===== config.mk =====
export PLATFORM = sky130hd
export DESIGN_NAME = mem_bus_arbiter
export DESIGN_NICKNAME = d
export VERILOG_FILES = /design/src/rtl/mem_arb_pkg.sv /design/src/rtl/mem_arb_timeout.sv /design/src/rtl/mem_bus_arbiter.sv
export SDC_FILE = /design/constraint.sdc
export NUM_CORES = 1
export LEC_CHECK = 0
export ABC_CLOCK_PERIOD_IN_PS = 4050
export BUFFER_PORTS_ARGS = -buffer_cell sky130_fd_sc_hd__buf_4
export CORE_ASPECT_RATIO = 1.1
export CORE_MARGIN = 3
export CORE_UTILIZATION = 30
export CTS_BUF_LIST = sky130_fd_sc_hd__clkbuf_8
export CTS_CLUSTER_SIZE = 14
export DETAILED_ROUTE_END_ITERATION = 7
export MAX_ROUTING_LAYER = met4
export PLACE_DENSITY_LB_ADDON = 0.12
export SYNTH_ARGS = -nofsm -noshare
export SYNTH_HDL_FRONTEND = slang
export SYNTH_HIERARCHICAL = 1
export SYNTH_SLANG_ARGS = --single-unit

===== constraint.sdc =====
create_clock -name clk -period 4.05 [get_ports clk]
set_input_delay 0 -clock clk [delete_from_list [all_inputs] [get_ports clk]]
set_output_delay 0 -clock clk [all_outputs]
set_load 0.01 [all_outputs]

===== src/rtl/mem_arb_pkg.sv =====
// Shared types for the instruction/data memory bus arbiter: FSM states, grant owner
// and the fetch lane mask.
package mem_arb_pkg;

    typedef enum logic [1:0] {
        IDLE = 2'd0,
        XFER = 2'd1,
        RESP = 2'd2
    } arb_state_t;

    typedef enum logic {
        GNT_INSTR = 1'b0,
        GNT_DATA  = 1'b1
    } grant_t;

    localparam logic [3:0] FULL_BYTEENABLE = 4'b1111;

endpackage


===== src/rtl/mem_arb_timeout.sv =====
// Stall watchdog for one bus transfer: counts consecutive waitrequest cycles and
// flags expiry on the cycle that would reach TIMEOUT_CYCLES.
module mem_arb_timeout
    import mem_arb_pkg::*;
#(
    parameter int TIMEOUT_CYCLES = 255
) (
    input  logic clk,
    input  logic reset,
    input  logic clk_enable,
    input  logic clear,
    input  logic stall,
    output logic expired
);

    logic [15:0] stall_count;

    // Expiry is seen while the last tolerated stall cycle is being counted, so the
    // strobe is dropped at the same edge the count would reach the limit.
    assign expired = stall && (stall_count == 16'(TIMEOUT_CYCLES - 1));

    always_ff @(posedge clk or posedge reset) begin
        if (reset) begin
            stall_count <= 16'd0;
        end else if (clk_enable) begin
            if (clear) begin
                stall_count <= 16'd0;
            end else if (stall) begin
                stall_count <= stall_count + 16'd1;
            end
        end
    end

endmodule


===== src/rtl/mem_bus_arbiter.sv =====
// Round-robin arbiter sharing one memory bus between instruction fetch and data port.
// Optional stall timeout is enabled by defining MEM_ARB_TIMEOUT_EN.
module mem_bus_arbiter
    import mem_arb_pkg::*;
#(
    parameter int TIMEOUT_CYCLES = 255
) (
    input  logic        clk,
    input  logic        reset,
    input  logic        clk_enable,
    input  logic        i_req,
    input  logic [31:0] i_address,
    output logic        i_ack,
    input  logic        d_read,
    input  logic        d_write,
    input  logic [31:0] d_address,
    input  logic [31:0] d_writedata,
    input  logic [3:0]  d_byteenable,
    output logic        d_ack,
    output logic [31:0] rdata,
    output logic        err,
    output logic [31:0] mem_address,
    output logic        mem_read,
    output logic        mem_write,
    output logic [31:0] mem_writedata,
    output logic [3:0]  mem_byteenable,
    input  logic [31:0] mem_readdata,
    input  logic        mem_waitrequest
);

    arb_state_t state;
    grant_t     grant;
    grant_t     last_grant;
    grant_t     next_grant;
    logic       d_pending;
    logic       any_req;

    assign d_pending = d_read || d_write;
    assign any_req   = i_req || d_pending;

    // On a tie the requester that did not win last time gets the bus.
    always_comb begin
        next_grant = GNT_DATA;
        if (i_req && d_pending) begin
            next_grant = (last_grant == GNT_INSTR) ? GNT_DATA : GNT_INSTR;
        end else if (i_req) begin
            next_grant = GNT_INSTR;
        end
    end

`ifdef MEM_ARB_TIMEOUT_EN
    logic timeout_hit;

    mem_arb_timeout #(
        .TIMEOUT_CYCLES(TIMEOUT_CYCLES)
    ) u_timeout (
        .clk        (clk),
        .reset      (reset),
        .clk_enable (clk_enable),
        .clear      ((state == IDLE) && any_req),
        .stall      ((state == XFER) && mem_waitrequest),
        .expired    (timeout_hit)
    );
`else
    logic [15:0] unused_timeout_cfg;
    assign unused_timeout_cfg = 16'(TIMEOUT_CYCLES);
    assign err = 1'b0;
`endif

    always_ff @(posedge clk or posedge reset) begin
        if (reset) begin
            state          <= IDLE;
            grant          <= GNT_INSTR;
            last_grant     <= GNT_DATA;
            i_ack          <= 1'b0;
            d_ack          <= 1'b0;
            rdata          <= 32'd0;
            mem_address    <= 32'd0;
            mem_read       <= 1'b0;
            mem_write      <= 1'b0;
            mem_writedata  <= 32'd0;
            mem_byteenable <= 4'd0;
`ifdef MEM_ARB_TIMEOUT_EN
            err            <= 1'b0;
`endif
        end else if (clk_enable) begin
            i_ack <= 1'b0;
            d_ack <= 1'b0;
            case (state)
                IDLE: begin
                    if (any_req) begin
                        grant      <= next_grant;
                        last_grant <= next_grant;
                        state      <= XFER;
                        if (next_grant == GNT_INSTR) begin
                            mem_address    <= i_address;
                            mem_writedata  <= 32'd0;
                            mem_byteenable <= FULL_BYTEENABLE;
                            mem_read       <= 1'b1;
                            mem_write      <= 1'b0;
                        end else begin
                            // A simultaneous read and write is treated as a write.
                            mem_address    <= d_address;
                            mem_writedata  <= d_writedata;
                            mem_byteenable <= d_byteenable;
                            mem_read       <= !d_write;
                            mem_write      <= d_write;
                        end
                    end
                end
                XFER: begin
                    if (!mem_waitrequest) begin
                        if (mem_read) begin
                            rdata <= mem_readdata;
                        end
                        mem_read  <= 1'b0;
                        mem_write <= 1'b0;
                        i_ack     <= (grant == GNT_INSTR);
                        d_ack     <= (grant == GNT_DATA);
                        state     <= RESP;
`ifdef MEM_ARB_TIMEOUT_EN
                        err       <= 1'b0;
                    end else if (timeout_hit) begin
                        rdata     <= 32'd0;
                        mem_read  <= 1'b0;
                        mem_write <= 1'b0;
                        i_ack     <= (grant == GNT_INSTR);
                        d_ack     <= (grant == GNT_DATA);
                        err       <= 1'b1;
                        state     <= RESP;
`endif
                    end
                end
                RESP: begin
                    state <= IDLE;
`ifdef MEM_ARB_TIMEOUT_EN
                    err   <= 1'b0;
`endif
                end
                default: begin
                    state <= IDLE;
                end
            endcase
        end
    end

endmodule


# ---- Word-level counts from Yosys, hierarchy flattened
# Index checks and enable logic that the tools add are counted.
dict set report classes {
  bitwise_logic 2
  mux 20
  n_eq_ne 3
  n_reduce_logical 10
}
# op n
set op_table {}
lappend op_table {{$mux 32} 2}
lappend op_table {{$mux 1} 12}
lappend op_table {{$reduce_and 4->1} 2}
lappend op_table {{$reduce_and 3->1} 2}
lappend op_table {{$mux 2} 2}
lappend op_table {{$mux 4} 1}
lappend op_table {{$ne 2x2->1 const B} 2}
lappend op_table {{$pmux 1 s2} 2}
lappend op_table {{$pmux 2 s2} 1}
lappend op_table {{$eq 2x1->1 const B} 1}
lappend op_table {{$logic_not 2->1} 1}
lappend op_table {{$logic_or 1x1->1} 2}
lappend op_table {{$not 1->1} 2}
lappend op_table {{$reduce_bool 2->1} 1}
lappend op_table {{$logic_and 1x1->1} 1}
lappend op_table {{$logic_not 1->1} 1}
dict set report totals {
  inputBits 139
  reg_bits 108
  out_inout_bits 105
  wordCells 46
}

# ---- Depth between registers and ports, before layout
dict set report depth {
  depth_word 6
  mapped_depth 7
  ltp_nobuf 3
}

# ---- Least setup slack after synthesis
# Ideal clock, no wire load.
dict set report synth_timing {
  kind {register to register}
  start {register state[0]}
  end {register mem_writedata[12]}
  n_path_buf 3
  required_time_ps 3929
  path_stages_with_launch 7
  arrival_ps 1550
  setup_ps 121
  period_less_slack_ps 1671
  path_slack_ps 2379
  path_cell_list {dfrtp_1 or3b_1 buf_6 nand2b_1 buf_2 buf_2 a22o_1}
}
dict set report synth_between {
  elab_chain_len 2
}
# element line_no
set synth_rtl {}
lappend synth_rtl {{start: declaration} mem_bus_arbiter.sv:31} ;# arb_state_t state;
lappend synth_rtl {{start signal: assignment} mem_bus_arbiter.sv:72} ;# state <= IDLE;
lappend synth_rtl {{start signal: assignment} mem_bus_arbiter.sv:94} ;# state <= XFER;
lappend synth_rtl {{start signal: assignment} mem_bus_arbiter.sv:120} ;# state <= RESP;
lappend synth_rtl {{$logic_not 2->1} mem_bus_arbiter.sv:89} ;# case (state)
lappend synth_rtl {{$reduce_and 3->1 (no source line)} --}
lappend synth_rtl {{end signal: assignment} mem_bus_arbiter.sv:104} ;# mem_writedata <= d_writedata;
lappend synth_rtl {{end: declaration} mem_bus_arbiter.sv:25} ;# output logic [31:0] mem_writedata,
# Every way passes these cells.
# A chain may end at the register's enable or synchronous reset.

# ---- Worst setup path after layout
dict set report layout_timing {
  start {register state[0]}
  end {register mem_address[18]}
}
dict set report layout_between {
  elab_chain_len 2
}
# element line_no
set layout_rtl {}
lappend layout_rtl {{$logic_not 2->1} mem_bus_arbiter.sv:89}
lappend layout_rtl {{$reduce_and 3->1 (no source line)} --}
lappend layout_rtl {{end signal: assignment} mem_bus_arbiter.sv:96} ;# mem_address <= i_address;
lappend layout_rtl {{end signal: assignment} mem_bus_arbiter.sv:103} ;# mem_address <= d_address;
lappend layout_rtl {{end: declaration} mem_bus_arbiter.sv:22} ;# output logic [31:0] mem_address,
# Every way passes these cells.

==> results.py <==
metrics = {
    "status": {
        "status": "complete, no violations",
    },
    "layout": {
        "drive_gt1_share_pct": 43.0,
        "fin_nets": 845,
        "n_antenna_cell": 0,
        "area_growth_pct": 77.4,
        "fin_util_pct": 54.9,
        "layout.cells.non_filler": 902,
    },
    "synth": {
        "synth_common_cells": "107 x dfrtp_1, 36 x a2bb2oi_1, 36 x o21ai_0",
        "syn_nets": 484,
        "yosysWarnings": 6,
        "syn_avg_cell_area_sq_um": 13.1,
        "synth.most_common_cell": "dfrtp_1",
        "ys_seq_elements": 108,
        "netlist_area_sq_um": 4520,
        "synth_edf_count": 0,
        "synth_cell_types": 29,
        "synthArstFlopShare_pct": 100,
        "ys.flop_type": "dfrtp_1",
        "yosys.area.top_type_share_pct": 59.2,
        "netlist_top_cells_area": "dfrtp_1 59%, mux2_2 8.5%, a2bb2oi_1 7.0%",
        "synth_largest_area_cell": "dfrtp_1",
        "netlist_instances": 345,
        "yosysSeqAreaShare_pct": 59.8,
    },
    "timing": {
        "max_slew_margin_pct": 39.0,
        "fin_skew_ns": 0.00688,
        "tightest_slew_ns": 0.914,
        "rsz0062_at_grt": "no",
        "finalHoldViolCount": 0,
        "clock.fmax_mhz": 403,
        "drv_slew": 0,
        "post-route-min-period_ns": 2.48,
        "finalSetupViolations": 0,
        "period_share_pct": 61.2,
        "fin_tns_setup_ns": 0,
    },
    "routing": {
        "vias": 4390,
        "drc": 0,
        "wl_per_cell_um": 17.1,
        "drtIter0Drc": 232,
        "final_antenna_net_count": 0,
        "dr.pass1.iters": 4,
        "wirelength_um": 15400,
        "via_per_inst": 4.87,
    },
    "clock_tree": {
        "cts_tree": "done",
        "post-cts-setup-buffers": 0,
        "cts.htree.levels": 3,
        "root_buffer": "clkbuf_8",
        "clk_pin_slew_ns": 0.10,
        "cts_made_buffers": 9,
        "max-clock-path-buffers": 2,
        "cts_sinks": 108,
        "cts_resized": 0,
        "insertion_delay_ns": 0.37,
    },
    "setup_path": {
        "path_class": "flop to flop",
        "worstReg2RegEnd": "mem_address[18]$_DFFE_PP0P_",
        "r2r_slack_ns": 1.57,
        "path_max_fanout": 36,
        "worst_ep_required_time_ns": 4.36,
        "critPathArrivalTime_ns": 2.79,
        "r2r_start": "state[0]$_DFFE_PP0P_",
        "worst_setup_path_end_kind": "flop",
        "critPathLaunchType": "flop",
        "rr_worst_depth": 6,
    },
    "worst_hold_path": {
        "min_delay_worst_endpoint": "mem_read$_DFFE_PP0P_",
        "hold_depth": 3,
        "hold_path.startpoint": "d_write",
        "hp-class": "input port to flop",
    },
    "place": {
        "place_congestion": 0.855,
        "dp.cells": 751,
        "port_buffers": 242,
        "hpwl_um": 9680,
    },
    "pwr": {
        "intPower_uw": 3370,
        "leakage_uw": 0.00369,
        "finalPower_uw": 5060,
        "combPwrFrac_pct": 49.6,
        "p_per_area_nw_per_um2": 630,
        "seqPwrFrac_pct": 37.5,
        "ir_drop_mv": 0.315,
        "p_clk_share_pct": 12.9,
        "switching_share_pct": 33.3,
        "p_switching_uw": 1680,
    },
    "global_routing": {
        "antenna_found_initial": 0,
        "grt_max_degree": 74,
        "grt_pass1_wl_um": 23200,
        "overflow": 0,
        "grt_pass1_vias": 4514,
        "grt_use_total_pct": 18.4,
    },
    "floorplanning": {
        "die-area_sq_um": 16600,
        "start_util_pct": 30.9,
        "die_h_um": 135,
        "ios": 244,
        "core_sq_um": 14600,
        "row_count": 46,
        "die_x_um": 123,
    },
    "flow_run": {
        "maxCapViolCount": 0,
    },
}
[metal layers]
layer,vias to the layer above,global-route usage [%],share of wire (%),wire length (um)
met1,2153,21.4,40,6130
met2,177,32.0,52,8070
met5,-,-,0,0
li1,2044,-,-,-
met3,16,3.73,6.2,953
met4,0,5.35,1.6,251
[worst max-delay path by stage]
stage	cells past startpoint	to	slack (ns)	startpoint
2_1_floorplan	1	d_ack$_DFFE_PP0P_	1.21	reset
3_3_place_gp	5	mem_writedata[31]$_DFFE_PP0P_	2.12	state[0]$_DFFE_PP0P_
3_5_place_dp	5	mem_writedata[8]$_DFFE_PP0P_	2.09	state[0]$_DFFE_PP0P_
4_1_cts	6	mem_address[4]$_DFFE_PP0P_	1.57	state[0]$_DFFE_PP0P_
5_1_grt	6	mem_address[4]$_DFFE_PP0P_	1.39	state[0]$_DFFE_PP0P_
6_report	6	mem_address[18]$_DFFE_PP0P_	1.57	state[0]$_DFFE_PP0P_
[placed cells by master (no fill, tap or decap), drive strengths merged, types with 2 or more instances in the layout]
| cell | netlist | layout |
|---|---|---|
| clkinv | 0 | 3 |
| a2bb2oi | 36 | 36 |
| a22o | 33 | 33 |
| clkbuf | 20 | 9 |
| a21boi | 2 | 2 |
| inv | 10 | 11 |
| mux2 | 34 | 34 |
| buf | 16 | 250 |
| a311oi | 32 | 32 |
| o21ai | 36 | 36 |
| dlygate4sd3 | 0 | 136 |
| nand2 | 3 | 3 |
| dfrtp | 107 | 107 |
| nand3 | 2 | 2 |
[layout make-up]
class | instances | area (sq um)
clock inverters | 6 | 67.6
multi-input cells | 191 | 1610
flip-flops and latches | 108 | 2700
well taps | 192 | 240
repair buffers | 386 | 3240
clock buffers | 9 | 124
fillers | 1256 | 6600
inverters | 10 | 40.0
[registers in the layout, indices dropped and copies added, names as in the netlist]
name,flops
mem_address,32
grant,1
i_ack,1
d_ack,1
mem_writedata,32
rdata,32
mem_byteenable,4
last_grant,1
state,2
mem_read,1
mem_write,1
[kinds of logic after synthesis]
family	after synthesis	synth area share, %
other	1	0.0829
DFF	108	59.8
AOI/OAI and AO/OA	144	25.1
and+or+nand+nor	12	1.58
muxes	34	8.46
buffers and inverters	46	5.01
[through the flow]
stage | hold WS [ns] | area [sq um] | setup slack [ns]
floorplan | 0.123 | 4520 | 1.21
global placement | 0.222 | 6470 | 2.12
detailed placement | 0.220 | 6470 | 2.09
CTS | 0.0687 | 8020 | 1.57
global route | 0.101 | 8020 | 1.39
finish | 0.0861 | 8020 | 1.57
[power groups by stage]
stage / combinational [uW] / sequential, uW / clock, uW
after floorplan: 846 / 2120 / 0
after global placement: 2150 / 1910 / 0
after detailed placement: 2190 / 1900 / 0
after CTS: 2520 / 1890 / 682
after global routing: 2700 / 1960 / 726
final: 2510 / 1900 / 651
[repair_timing]
item / 4_1_cts / 5_1_grt
hold buffers: 136 / 0
endpoints found under the hold margin: 175 / 0
setup endpoints to repair: 0 / 0
[critical path, cell delays in order (launching register included)]
cell and delay [ns]:
dfrtp_1 0.42, or3b_1 0.37, buf_4 0.26, nor2_4 0.16, buf_4 0.40, a2bb2oi_1 0.22, dlygate4sd3_1 0.57
(Power assumes the default switching activity.)
